===== src/rtl/rv32i_pkg.sv =====
// Shared RV32I definitions for the pipeline: opcodes, load/store funct3
// encodings, access sizes and the memory-stage state encoding.
package rv32i_pkg;

    localparam logic [6:0] OPC_LOAD   = 7'b0000011;
    localparam logic [6:0] OPC_STORE  = 7'b0100011;
    localparam logic [6:0] OPC_OP     = 7'b0110011;
    localparam logic [6:0] OPC_OP_IMM = 7'b0010011;

    localparam logic [2:0] F3_B  = 3'b000;
    localparam logic [2:0] F3_H  = 3'b001;
    localparam logic [2:0] F3_W  = 3'b010;
    localparam logic [2:0] F3_BU = 3'b100;
    localparam logic [2:0] F3_HU = 3'b101;

    typedef enum logic [1:0] {
        SZ_B,
        SZ_H,
        SZ_W
    } mem_size_e;

    typedef enum logic [1:0] {
        ST_IDLE,
        ST_BUS,
        ST_DONE
    } mem_state_e;

    // Any funct3 outside the byte/half encodings is handled as a word access.
    function automatic mem_size_e f3_size(input logic [2:0] f3);
        case (f3)
            F3_B, F3_BU: return SZ_B;
            F3_H, F3_HU: return SZ_H;
            default:     return SZ_W;
        endcase
    endfunction

endpackage


===== src/rtl/mem_align.sv =====
// Combinational lane logic for the load/store stage: byte enables, store
// lane replication, load lane select with extension, and alignment fault.
module mem_align
    import rv32i_pkg::*;
(
    input  logic [2:0]  i_funct3,
    input  logic [1:0]  i_addr_lo,
    input  logic [31:0] i_wdata,
    input  logic [31:0] i_rdata,
    output logic [3:0]  o_be,
    output logic [31:0] o_wdata_lanes,
    output logic [31:0] o_rdata_ext,
    output logic        o_misaligned
);

    mem_size_e   w_size;
    logic        w_unsigned;
    logic [31:0] w_shifted;

    assign w_size     = f3_size(i_funct3);
    assign w_unsigned = i_funct3[2];
    assign w_shifted  = i_rdata >> {i_addr_lo, 3'b000};

    always_comb begin
        o_be          = 4'b1111;
        o_wdata_lanes = i_wdata;
        o_rdata_ext   = i_rdata;
        o_misaligned  = 1'b0;
        case (w_size)
            SZ_B: begin
                o_be          = 4'b0001 << i_addr_lo;
                o_wdata_lanes = {4{i_wdata[7:0]}};
                o_rdata_ext   = {{24{w_shifted[7] & ~w_unsigned}}, w_shifted[7:0]};
            end
            SZ_H: begin
                o_be          = i_addr_lo[1] ? 4'b1100 : 4'b0011;
                o_wdata_lanes = {2{i_wdata[15:0]}};
                o_rdata_ext   = {{16{w_shifted[15] & ~w_unsigned}}, w_shifted[15:0]};
                o_misaligned  = i_addr_lo[0];
            end
            default: begin
                o_misaligned = |i_addr_lo;
            end
        endcase
    end

endmodule


===== src/rtl/mem_stage.sv =====
// Load/store stage between execute and write-back: passes ALU results through
// and runs the dbus request/ready handshake for aligned loads and stores.
module mem_stage
    import rv32i_pkg::*;
(
    input  logic        clk,
    input  logic        reset,
    input  logic        in_valid,
    output logic        in_ready,
    input  logic        in_flush,
    input  logic        in_is_load,
    input  logic        in_is_store,
    input  logic [2:0]  in_funct3,
    input  logic [31:0] in_addr,
    input  logic [31:0] in_wdata,
    input  logic [4:0]  in_rd,
    output logic        out_valid,
    output logic [4:0]  out_rd,
    output logic [31:0] out_data,
    output logic        out_misaligned,
    output logic [31:0] dbus_addr,
    output logic [31:0] dbus_data_wr,
    output logic [3:0]  dbus_be,
    output logic        dbus_rd,
    output logic        dbus_wr,
    input  logic [31:0] dbus_data_rd,
    input  logic        dbus_data_ready
);

    mem_state_e  r_state;
    logic [2:0]  r_funct3;
    logic [1:0]  r_addr_lo;
    logic [4:0]  r_rd;
    logic        r_is_load;
    logic        r_kill;

    logic [2:0]  w_al_funct3;
    logic [1:0]  w_al_addr_lo;
    logic [3:0]  w_be;
    logic [31:0] w_wdata_lanes;
    logic [31:0] w_rdata_ext;
    logic        w_misaligned;
    logic        w_accept;
    logic        w_is_mem;

    assign in_ready = (r_state == ST_IDLE);
    assign w_accept = in_ready && in_valid && !in_flush;
    assign w_is_mem = in_is_load || in_is_store;

    // The aligner decodes the incoming op while idle and the captured op during the access.
    assign w_al_funct3  = (r_state == ST_IDLE) ? in_funct3    : r_funct3;
    assign w_al_addr_lo = (r_state == ST_IDLE) ? in_addr[1:0] : r_addr_lo;

    mem_align u_align (
        .i_funct3      (w_al_funct3),
        .i_addr_lo     (w_al_addr_lo),
        .i_wdata       (in_wdata),
        .i_rdata       (dbus_data_rd),
        .o_be          (w_be),
        .o_wdata_lanes (w_wdata_lanes),
        .o_rdata_ext   (w_rdata_ext),
        .o_misaligned  (w_misaligned)
    );

    always_ff @(posedge clk) begin
        if (reset) begin
            r_state        <= ST_IDLE;
            r_funct3       <= 3'b000;
            r_addr_lo      <= 2'b00;
            r_rd           <= 5'd0;
            r_is_load      <= 1'b0;
            r_kill         <= 1'b0;
            out_valid      <= 1'b0;
            out_rd         <= 5'd0;
            out_data       <= 32'd0;
            out_misaligned <= 1'b0;
            dbus_addr      <= 32'd0;
            dbus_data_wr   <= 32'd0;
            dbus_be        <= 4'd0;
            dbus_rd        <= 1'b0;
            dbus_wr        <= 1'b0;
        end else begin
            out_valid <= 1'b0;
            case (r_state)
                ST_IDLE: begin
                    if (w_accept) begin
                        if (!w_is_mem) begin
                            out_valid      <= 1'b1;
                            out_data       <= in_addr;
                            out_rd         <= in_rd;
                            out_misaligned <= 1'b0;
                        end else if (w_misaligned) begin
                            out_valid      <= 1'b1;
                            out_data       <= in_addr;
                            out_rd         <= 5'd0;
                            out_misaligned <= 1'b1;
                        end else begin
                            dbus_addr    <= {in_addr[31:2], 2'b00};
                            dbus_be      <= w_be;
                            dbus_data_wr <= w_wdata_lanes;
                            dbus_rd      <= in_is_load;
                            dbus_wr      <= in_is_store;
                            r_funct3     <= in_funct3;
                            r_addr_lo    <= in_addr[1:0];
                            r_rd         <= in_is_load ? in_rd : 5'd0;
                            r_is_load    <= in_is_load;
                            r_kill       <= 1'b0;
                            r_state      <= ST_BUS;
                        end
                    end
                end
                ST_BUS: begin
                    // A flush cannot tear the access; it only drops the result.
                    if (in_flush) begin
                        r_kill <= 1'b1;
                    end
                    if (dbus_data_ready) begin
                        dbus_rd        <= 1'b0;
                        dbus_wr        <= 1'b0;
                        out_valid      <= !(r_kill || in_flush);
                        out_data       <= r_is_load ? w_rdata_ext : 32'd0;
                        out_rd         <= r_rd;
                        out_misaligned <= 1'b0;
                        r_state        <= ST_DONE;
                    end
                end
                default: begin
                    r_state <= ST_IDLE;
                end
            endcase
        end
    end

endmodule


===== config.mk =====
export PLATFORM = sky130hd
export DESIGN_NAME = mem_stage
export DESIGN_NICKNAME = d
export VERILOG_FILES = /design/src/rtl/rv32i_pkg.sv /design/src/rtl/mem_align.sv /design/src/rtl/mem_stage.sv
export SDC_FILE = /design/constraint.sdc
export NUM_CORES = 1
export LEC_CHECK = 0
export BUFFER_PORTS_ARGS = -buffer_cell sky130_fd_sc_hd__buf_2
export CAP_MARGIN = 0
export CORE_MARGIN = 5
export CORE_UTILIZATION = 50
export DETAILED_ROUTE_END_ITERATION = 10
export PLACE_DENSITY = 0.81
export SLEW_MARGIN = 5
export SYNTH_ARGS = -nofsm -noshare
export SYNTH_HDL_FRONTEND = slang
export SYNTH_SLANG_ARGS = --single-unit

===== constraint.sdc =====
create_clock -name clk -period 5.66 [get_ports clk]
set_clock_uncertainty 0.1 [all_clocks]
set_input_delay 0.849 -clock clk [delete_from_list [all_inputs] [get_ports clk]]
set_output_delay 0.849 -clock clk [all_outputs]
set_load 0.01 [all_outputs]

==> out/qor.txt <==
Minimum clock period: 3350 ps
CTS tree: built
Yosys reg bits: 121
Overall Global Routing Usage: 27.2%
Leak Pwr: 3.21 nW
Final wirelength: 19700 um
Initial core utilization: 51.4%
Crit path depth: 4
Fin util: 65.7%
Largest net degree at the start of global routing: 79
YS warnings: 0
Sequential share of the synthesized area: 41.1%
Max Slew Vio Count: 0
Io pins: 221
Max-cap violations: 0
Vias: 6375
Clk_lat worst skew: 410 ps
Final WS setup: 2310 ps
Final Cycle Share: 59.2%
Post-Syn Area: 5890 um^2
First-pass iteration count of the detailed router: 6
TritonCTS Sinks: 121
RSZ-0062 raised after global routing: no
FFs w/ async S/R, synth: 0%
Critical path's top delay family: simple AND/OR/NAND/NOR gates
Gpl congestion: 0.962
Element type at the critical path start: register
Row count: 39
Htree depth: 4
IO Port Bufs: 218
Final TNS setup: 0 ps
Count leader, synth: nand2_1
Number of setup violations in the final report: 0
Syn Inst Count: 718
DRT iter0 DRCs: 676
Post-cts sizing count: 0
Max Fclk: 298 MHz
Post-synth top area share: 41.1%
Post-DRT Antenna Nets: 0
CP arrival: 3560 ps
Min Hold Slack: 350 ps
Placed instance count: 1023
Dpl ws: 2310 ps
Critical path origin: r_state[0]
Setup Crit Path Kind: register to register
Synth Flop Type: dfxtp_1
Number of global-route vias before repair: 6107
Slew HR: 42.5%
Biggest cell delay along the critical path: 830 ps
Fin cells: 1055
Crit-path cells: and3b_1 -> and3_1 -> nand2b_1 -> o221ai_1
Reg clk slew, reported paths: 60 ps
Peak supply drop: 166 uV
FF-to-FF setup slack: 2310 ps
CTS Root Cell: clkbuf_16
R2R Path End: out_data[29]
Global-route wire length before repair: 31600 um
Hold Crit Depth: 2
Antenna Cells: 0
TritonCTS Buffers: 17
Top cells by count, synth: 150 x nand2_1, 121 x dfxtp_1, 85 x a21oi_1, 37 x o21ai_0, 34 x clkbuf_1
Syn_area_per_cell: 8.21 um^2
Die width: 119 um
Die Ht: 119 um
Hold-fix buffers at CTS: 0
Wirelength per Cell: 18.7 um
Outcome: complete, no violations
Area Growth Syn to Fin: 27.8%
Crit end category: register
Postcts setup bufs: 0
Cell area after layout: 7530 um^2
Hold Fails Final Rpt: 0
Worst Hold Class: register to register
Critical Path RT: 5870 ps
Placed Area: 6930 um^2
Crit path buffers/inverters: 0
CTS Buffer Depth: 2
Total power: 2.35 mW
Initial antenna violation count: 0
# DRC: 0
Core ar.: 11500 um^2
Overflow after GRT: 0
Die area: 14100 um^2
DPL Wire Length: 14100 um
Post-synth EDFFs: 0
Least-Margin Pin Slew: 863 ps
Vias/cell: 6.04
Ranking of synthesized cells by area: dfxtp_1 41%, nand2_1 9.6%, a21oi_1 7.2%
Crit path capture: out_data[29]
RR Startpoint: r_state[0]
Synth area leader: dfxtp_1
CP Max Fanout: 26
CP max-delay cell: dfxtp_1
Count of cell types in the netlist: 66
Worst r2r path cells: 4
Final nets: 1010
Share of cells above drive strength 1: 32.1%
Cell area power density: 311 nW/um^2
-- state kept, by name (all words and copies together), names as in the netlist --
signal          cells
dbus_be             4
r_kill              1
out_misaligned      1
out_data           32
dbus_data_wr       32
dbus_addr          30
r_addr_lo           2
r_is_load           1
dbus_rd             1
out_rd              5
dbus_wr             1
r_state             2
r_funct3            3
out_valid           1
r_rd                5
-- worst min path at each step --
stage,startpoint,slack (ps),endpoint
after global placement,dbus_data_wr[4],340,dbus_data_wr[4]
after CTS,dbus_addr[26],350,dbus_addr[26]
after detailed placement,dbus_addr[14],340,dbus_addr[14]
after global routing,dbus_data_wr[6],370,dbus_data_wr[6]
after floorplan,r_rd[0],330,r_rd[0]
final,dbus_addr[6],350,dbus_addr[6]
-- placed cells by master, fill, tap and decap left out, drive strengths merged, types with 9 or more instances in the layout --
| master | netlist | final |
|---|---|---|
| clkinv | 1 | 10 |
| nand3 | 24 | 24 |
| nor2 | 35 | 35 |
| o221ai | 16 | 16 |
| o21ai | 40 | 40 |
| dfxtp | 121 | 121 |
| buf | 31 | 226 |
| a211oi | 9 | 9 |
| a21oi | 86 | 86 |
| a22o | 22 | 22 |
| clkbuf | 34 | 18 |
| a22oi | 17 | 17 |
| o211ai | 18 | 18 |
| nand2 | 150 | 150 |
-- metal layers --
metal	wire (um)	share of wire (%)	GRT usage (%)	vias up
met5	0	0	0	-
met4	635	3.2	11.7	0
met3	2020	10	7.83	53
met2	9250	47	43.8	358
met1	7830	40	33.8	2950
li1	-	-	-	3014
-- worst min-delay path, stage by stage, from the launching register on --
cell and delay [ps]:
dfxtp_1 300, nand2_1 50, a21oi_1 50
-- where the power goes --
part	internal [mW]	switching, mW
Clock	0.694	0.407
Combinational	0.127	0.205
Sequential	0.889	0.0226
-- cell families after synthesis --
kind of cell / after synthesis / share of synthesized area (%)
and+or+nand+nor: 249 / 19.0
other: 1 / 0.0636
DFF: 121 / 41.1
muxes: 9 / 1.70
AOI/OAI and AO/OA: 269 / 32.6
buffers and inverters: 69 / 5.48
-- area by class of cell --
class                           instances  area, um^2
Clock buffer                           18         429
Clock inverter                         14         174
Timing Repair Buffer                  226        1150
Tap cell                              143         179
Inverter                                4        15.0
Sequential cell                       121        2420
Fill cell                            1028        3940
Multi-Input combinational cell        529        3160
(Power assumes the default switching activity.)
